## src/rtl/mem_ctrl_burst.sv

```systemverilog
// mem_ctrl_burst: byte-serial memory controller arbitrating lsb loads/stores against icache line bursts
module mem_ctrl_burst #(
  parameter int ADDR_WIDTH = 32,
  parameter int LINE_BYTES = 16,
  parameter logic [1:0] IO_SEL = 2'b11
) (
  input  logic                    clk,
  input  logic                    rst_in,
  input  logic                    rdy_in,
  input  logic                    flush,
  input  logic                    io_buffer_full,
  input  logic [7:0]              mem_din,
  output logic [7:0]              mem_dout,
  output logic [ADDR_WIDTH-1:0]   mem_a,
  output logic                    mem_wr,
  input  logic                    lsb_req,
  input  logic                    lsb_we,
  input  logic [2:0]              lsb_funct3,
  input  logic [ADDR_WIDTH-1:0]   lsb_addr,
  input  logic [31:0]             lsb_wdata,
  output logic                    lsb_done,
  output logic [31:0]             lsb_rdata,
  input  logic                    ic_req,
  input  logic [ADDR_WIDTH-1:0]   ic_addr,
  output logic                    ic_done,
  output logic [LINE_BYTES*8-1:0] ic_line,
  output logic [ADDR_WIDTH-1:0]   ic_line_addr,
  output logic                    busy
);
  localparam int OW = $clog2(LINE_BYTES);
  localparam int CW = OW + 1;
  typedef enum logic [2:0] {IDLE, LSB_RD, LSB_WR, IC_RD, IO_WAIT} state_t;
  state_t state_q, state_d;
  logic [CW-1:0] cnt_q, cnt_d, n_q, n_d, cap_idx;
  logic pend_q, pend_d;
  logic [ADDR_WIDTH-1:0] base_q, base_d, ic_line_addr_q, ic_line_addr_d;
  logic [2:0] f3_q, f3_d;
  logic [3:0][7:0] wdata_q, wdata_d;
  logic [LINE_BYTES-1:0][7:0] line_q, line_d;
  logic [LINE_BYTES*8-1:0] ic_line_q, ic_line_d;
  logic lsb_done_q, lsb_done_d, ic_done_q, ic_done_d;
  logic [31:0] lsb_rdata_q, lsb_rdata_d, w;
  logic lsb_go, ic_go, is_io;
  assign lsb_go = lsb_req && !lsb_done_q;
  assign ic_go = ic_req && !ic_done_q;
  assign is_io = lsb_addr[17:16] == IO_SEL;
  assign cap_idx = cnt_q - 1'b1;
  assign busy = state_q != IDLE;
  assign mem_a = busy ? base_q + ADDR_WIDTH'(cnt_q) : '0;
  assign mem_wr = rdy_in && state_q == LSB_WR;
  assign mem_dout = state_q == LSB_WR ? wdata_q[cnt_q[1:0]] : 8'h00;
  assign lsb_done = lsb_done_q;
  assign lsb_rdata = lsb_rdata_q;
  assign ic_done = ic_done_q;
  assign ic_line = ic_line_q;
  assign ic_line_addr = ic_line_addr_q;
  always_comb begin
    state_d = state_q;
    cnt_d = cnt_q;
    n_d = n_q;
    pend_d = pend_q;
    base_d = base_q;
    f3_d = f3_q;
    wdata_d = wdata_q;
    line_d = line_q;
    lsb_done_d = 1'b0;
    ic_done_d = 1'b0;
    lsb_rdata_d = lsb_rdata_q;
    ic_line_d = ic_line_q;
    ic_line_addr_d = ic_line_addr_q;
    w = '0;
    if (rdy_in) begin
      unique case (state_q)
        IDLE: begin
          if (!flush && lsb_go) begin
            base_d = lsb_addr;
            f3_d = lsb_funct3;
            wdata_d = lsb_wdata;
            n_d = lsb_funct3[1] ? CW'(4) : lsb_funct3[0] ? CW'(2) : CW'(1);
            cnt_d = '0;
            pend_d = 1'b0;
            state_d = !lsb_we ? LSB_RD : (is_io && io_buffer_full) ? IO_WAIT : LSB_WR;
          end else if (!flush && ic_go) begin
            base_d = ic_addr & ~ADDR_WIDTH'(LINE_BYTES - 1);
            n_d = CW'(LINE_BYTES);
            cnt_d = '0;
            pend_d = 1'b0;
            state_d = IC_RD;
          end
        end
        IO_WAIT: state_d = flush ? IDLE : io_buffer_full ? IO_WAIT : LSB_WR;
        LSB_WR: begin
          cnt_d = cnt_q + 1'b1;
          if (cnt_q == n_q - 1'b1) begin
            state_d = IDLE;
            lsb_done_d = 1'b1;
          end
        end
        LSB_RD, IC_RD: begin
          if (pend_q) line_d[cap_idx[OW-1:0]] = mem_din;
          pend_d = cnt_q != n_q;
          cnt_d = cnt_q != n_q ? cnt_q + 1'b1 : cnt_q;
          if (flush) begin
            state_d = IDLE;
          end else if (pend_q && cnt_q == n_q) begin
            state_d = IDLE;
            w = line_d[3:0];
            lsb_done_d = state_q == LSB_RD;
            ic_done_d = state_q == IC_RD;
            lsb_rdata_d = state_q != LSB_RD ? lsb_rdata_q :
                          f3_q == 3'b000 ? {{24{w[7]}}, w[7:0]} :
                          f3_q == 3'b001 ? {{16{w[15]}}, w[15:0]} :
                          f3_q == 3'b100 ? {24'h0, w[7:0]} :
                          f3_q == 3'b101 ? {16'h0, w[15:0]} : w;
            ic_line_d = state_q == IC_RD ? line_d : ic_line_q;
            ic_line_addr_d = state_q == IC_RD ? base_q : ic_line_addr_q;
          end
        end
        default: state_d = IDLE;
      endcase
    end else if (pend_q) begin
      cnt_d = cnt_q - 1'b1;
      pend_d = 1'b0;
    end
  end
  always_ff @(posedge clk) begin
    if (rst_in) begin
      state_q <= IDLE;
      cnt_q <= '0;
      n_q <= '0;
      pend_q <= 1'b0;
      base_q <= '0;
      f3_q <= '0;
      wdata_q <= '0;
      line_q <= '0;
      lsb_done_q <= 1'b0;
      ic_done_q <= 1'b0;
      lsb_rdata_q <= '0;
      ic_line_q <= '0;
      ic_line_addr_q <= '0;
    end else begin
      state_q <= state_d;
      cnt_q <= cnt_d;
      n_q <= n_d;
      pend_q <= pend_d;
      base_q <= base_d;
      f3_q <= f3_d;
      wdata_q <= wdata_d;
      line_q <= line_d;
      lsb_done_q <= lsb_done_d;
      ic_done_q <= ic_done_d;
      lsb_rdata_q <= lsb_rdata_d;
      ic_line_q <= ic_line_d;
      ic_line_addr_q <= ic_line_addr_d;
    end
  end
endmodule

```

## config.mk

```make
export PLATFORM = sky130hd
export DESIGN_NAME = mem_ctrl_burst
export DESIGN_NICKNAME = d
export VERILOG_FILES = /design/src/rtl/mem_ctrl_burst.sv
export SDC_FILE = /design/constraint.sdc
export NUM_CORES = 1
export LEC_CHECK = 0
export BUFFER_PORTS_ARGS = -buffer_cell sky130_fd_sc_hd__buf_2
export CORE_MARGIN = 1
export CORE_UTILIZATION = 59
export CTS_BUF_LIST = sky130_fd_sc_hd__clkbuf_2 sky130_fd_sc_hd__clkbuf_4 sky130_fd_sc_hd__clkbuf_8
export CTS_CLUSTER_DIAMETER = 80
export DETAILED_ROUTE_END_ITERATION = 10
export HOLD_SLACK_MARGIN = 0.03
export PLACE_DENSITY_LB_ADDON = 0.2
export SYNTH_ARGS = -nofsm -noshare
export SYNTH_HDL_FRONTEND = slang
export SYNTH_SLANG_ARGS = --single-unit
export TNS_END_PERCENT = 20
```

## constraint.sdc

```tcl
create_clock -name clk -period 7.75 [get_ports clk]
set_clock_uncertainty 0.15 [all_clocks]
set_input_delay 1.1625 -clock clk [delete_from_list [all_inputs] [get_ports clk]]
set_output_delay 1.1625 -clock clk [all_outputs]
set_load 0.02 [all_outputs]
```

==> impl_metrics.csv <==
group,metric,value,unit
status,status,"finished, final reports clean",
logic_synthesis,synth_edf_count,0,
worst_setup_path,worstPathArrival,4.39,ns
finish,drive_above_1_share,23.5,%
sta,hold_violations,0,
logic_synthesis,yosysTopAreaCell,"dfxtp_1",
clocking,cts_num_sinks,402,
finish,fin_nets,2393,
worst_setup_path,required,6.44,ns
logic_synthesis,synthArstFlopShare,0,%
routing,drc,0,
routing,ant_nets,0,
worst_setup_path,critPathMaxFanout,20,
clocking,hold_buffers,0,
routing,drt-pass1-iter-count,5,
global_route,grt_pass1_vias,14500,
global_route,grt_use_total,29.7,%
clocking,tritoncts,"done",
worst_hold_path,hold-path-cell-count,2,
logic_synthesis,ys.warnings.count,0,
clocking,clk_pin_slew_worst_paths,0.06,ns
global_route,antenna_found_initial,0,
floorplan,fp.coreArea,29000,µm²
routing,dr.first_iter.drc_count,1070,
worst_setup_path,path_class,"register to output port",
sta,period_needed,5.70,ns
power_and_ir_drop,p_leak,7.64,nW
worst_hold_path,min_from,"ic_line_addr[5]$_SDFFE_PP0P_",
clocking,cts_buffers,67,
power_and_ir_drop,combPwrFrac,8.7,%
sta,rsz0062_at_grt,"no",
place,place_congestion,0.841,
global_route,grt_max_degree,171,
power_and_ir_drop,p_int,3.34,mW
clocking,clockBufferDepth,3,
sta,max_freq,175,MHz
worst_setup_path,setup.worst_path.start_class,"register",
worst_setup_path,r2r-end,"lsb_rdata[16]$_SDFFE_PP0P_",
floorplan,dieArea,30500,µm²
power_and_ir_drop,ir_worst_vdd,0.000160,V
logic_synthesis,synth_cells,2016,
global_route,overflow,0,
power_and_ir_drop,power_density,217,nW/µm²
logic_synthesis,ys.flop_type,"dfxtp_1",
clocking,clock_latency,0.56,ns
sta,tns,0,ns
finish,antennaDiodeCount,0,
logic_synthesis,ys_types,62,
power_and_ir_drop,swShare,25.3,%
sta,tightest_slew,1.24,ns
finish,layout-area-overhead-vs-synth,17.1,%
place,dp_hpwl,30100,µm
worst_hold_path,hp-class,"register to register",
clocking,root_buffer,"clkbuf_8",
logic_synthesis,synthesis.nets,2145,
floorplan,initial_core_util,60.7,%
sta,timing.final.crit_share,73.6,%
routing,viasPerCell,5.75,
logic_synthesis,synthTopCellsByCount,"dfxtp_1, nand2_1, nor2_1",
routing,wl_per_cell,17.4,µm
power_and_ir_drop,p_seq_share,48.0,%
floorplan,die_w,175,µm
clocking,cts_setup_buffers,0,
sta,slew_headroom,17.0,%
worst_setup_path,worstSetupEndpointType,"output port",
logic_synthesis,netlist_area,17600,µm²
worst_setup_path,reg2reg_from,"cnt_q[1]$_SDFFE_PP0P_",
logic_synthesis,yosysTopAreaCellShare,45.7,%
worst_setup_path,reg2reg_setup_slack,3.23,ns
logic_synthesis,syn_avg_cell_area,8.74,µm²
flow_run,max_cap_viol_count,0,
logic_synthesis,ys_seq_area_share,45.7,%
logic_synthesis,ys_ff_latch,402,
routing,wl,46800,µm
clocking,htreeDepth,3,
power_and_ir_drop,pwr-share-clk,43.3,%
logic_synthesis,yosys.cell_count.top_type,"dfxtp_1",
floorplan,io_pins,351,
clocking,post_cts_resized,0,
logic_synthesis,synthTopCellsByArea,"dfxtp_1, mux2i_1, a211oi_1, nand2_1, nor2_1",
sta,finalSetupViolCount,0,
global_route,grt_pass1_wl,74200,µm
floorplan,die_h,175,µm
power_and_ir_drop,p_total,4.47,mW
sta,slew_violations,0,
worst_setup_path,r2r_cells,8,
floorplan,rows,62,
worst_hold_path,hold_path_end,"ic_line_addr[5]$_SDFFE_PP0P_",
routing,vias,15500,
power_and_ir_drop,power.switching,1.13,mW
place,io_buffers,346,
[registers in the layout, summed over array words and instances (netlist names)]
| signal | count |
|---|---|
| ic_line | 128 |
| pend_q | 1 |
| cnt_q | 5 |
| f3_q | 3 |
| lsb_done | 1 |
| ic_line_addr | 32 |
| base_q | 32 |
| wdata_q | 32 |
| line_q | 128 |
| n_q | 4 |
| lsb_rdata | 32 |
| state_q | 3 |
| ic_done | 1 |
[routing by layer]
layer	global-route usage, %	wire [µm]
met1	39.8	20600
met2	48.2	22200
met3	5.57	3030
met4	9.57	967
met5	0	0
[how the worst max path moves through the flow]
stage                           from   endpoint  slack (ns)  depth (start not counted)
2_1_floorplan  cnt_q[0]$_SDFFE_PP0P_  mem_a[26]        3.85                         10
3_3_place_gp   cnt_q[1]$_SDFFE_PP0P_  mem_a[18]        2.88                          9
3_5_place_dp   cnt_q[1]$_SDFFE_PP0P_   mem_a[6]        2.67                          9
4_1_cts        cnt_q[1]$_SDFFE_PP0P_   mem_a[6]        2.08                          9
5_1_grt        cnt_q[1]$_SDFFE_PP0P_   mem_a[6]        1.71                          9
6_report       cnt_q[1]$_SDFFE_PP0P_   mem_a[6]        2.05                          9
[placed cells by master (no fill, tap or decap), drive strengths merged, types with 21 or more instances in the layout]
cell      n
nand3    64
buf     358
clkbuf  110
xor2     27
a21oi   173
mux2     21
a211oi  170
mux2i   202
nor2    292
dfxtp   402
nand2   292
[power by group through the flow]
stage               clock network, mW  logic [mW]  registers [mW]
finish                           1.94       0.390            2.15
global route                     2.07       0.422            2.15
CTS                              1.97       0.386            2.15
detailed placement                  0       0.384            2.19
global placement                    0       0.374            2.19
floorplan                           0       0.294            2.17
[worst max-delay path: stages (launching register included)]
cell and delay [ns]:
dfxtp_1 0.93, inv_1 0.35, fa_1 0.51, nor2b_1 0.16, o21ai_0 0.12, a21boi_1 0.98, o21ai_0 0.27, xor2_1 0.21
nor2_1 0.11, buf_2 0.17
[logic make-up after synthesis]
logic type,Yosys count,share of synthesized area [%]
and+or+nand+nor,733,17.7
AOI/OAI and AO/OA,406,15.3
DFF,402,45.7
muxes,231,13.9
buffers and inverters,195,4.58
xor gates and xnor gates,35,1.74
adders and majority gates,14,1.04
[layout make-up]
type | count | area, µm²
fill | 2370 | 8390
clock buffer | 110 | 1330
timing repair buffer | 358 | 1840
inverter | 16 | 60.1
multi-input combinational | 1419 | 8790
tap | 384 | 480
clock inverter | 6 | 71.3
sequential | 402 | 8050
[stage by stage]
stage	hold slack [ns]	std cells	worst slack, ns	utilization [%]	instance area, µm²
floorplan	0.281	2016	3.85	-	17600
finish	0.296	2695	2.05	71.1	20600
global route	0.315	2695	1.71	71.1	20600
global placement	0.285	2579	2.88	66.3	19200
detailed placement	0.290	2579	2.67	66.3	19200
CTS	0.297	2695	2.08	71.1	20600
No activity file was read; power rests on OpenSTA's default activity.
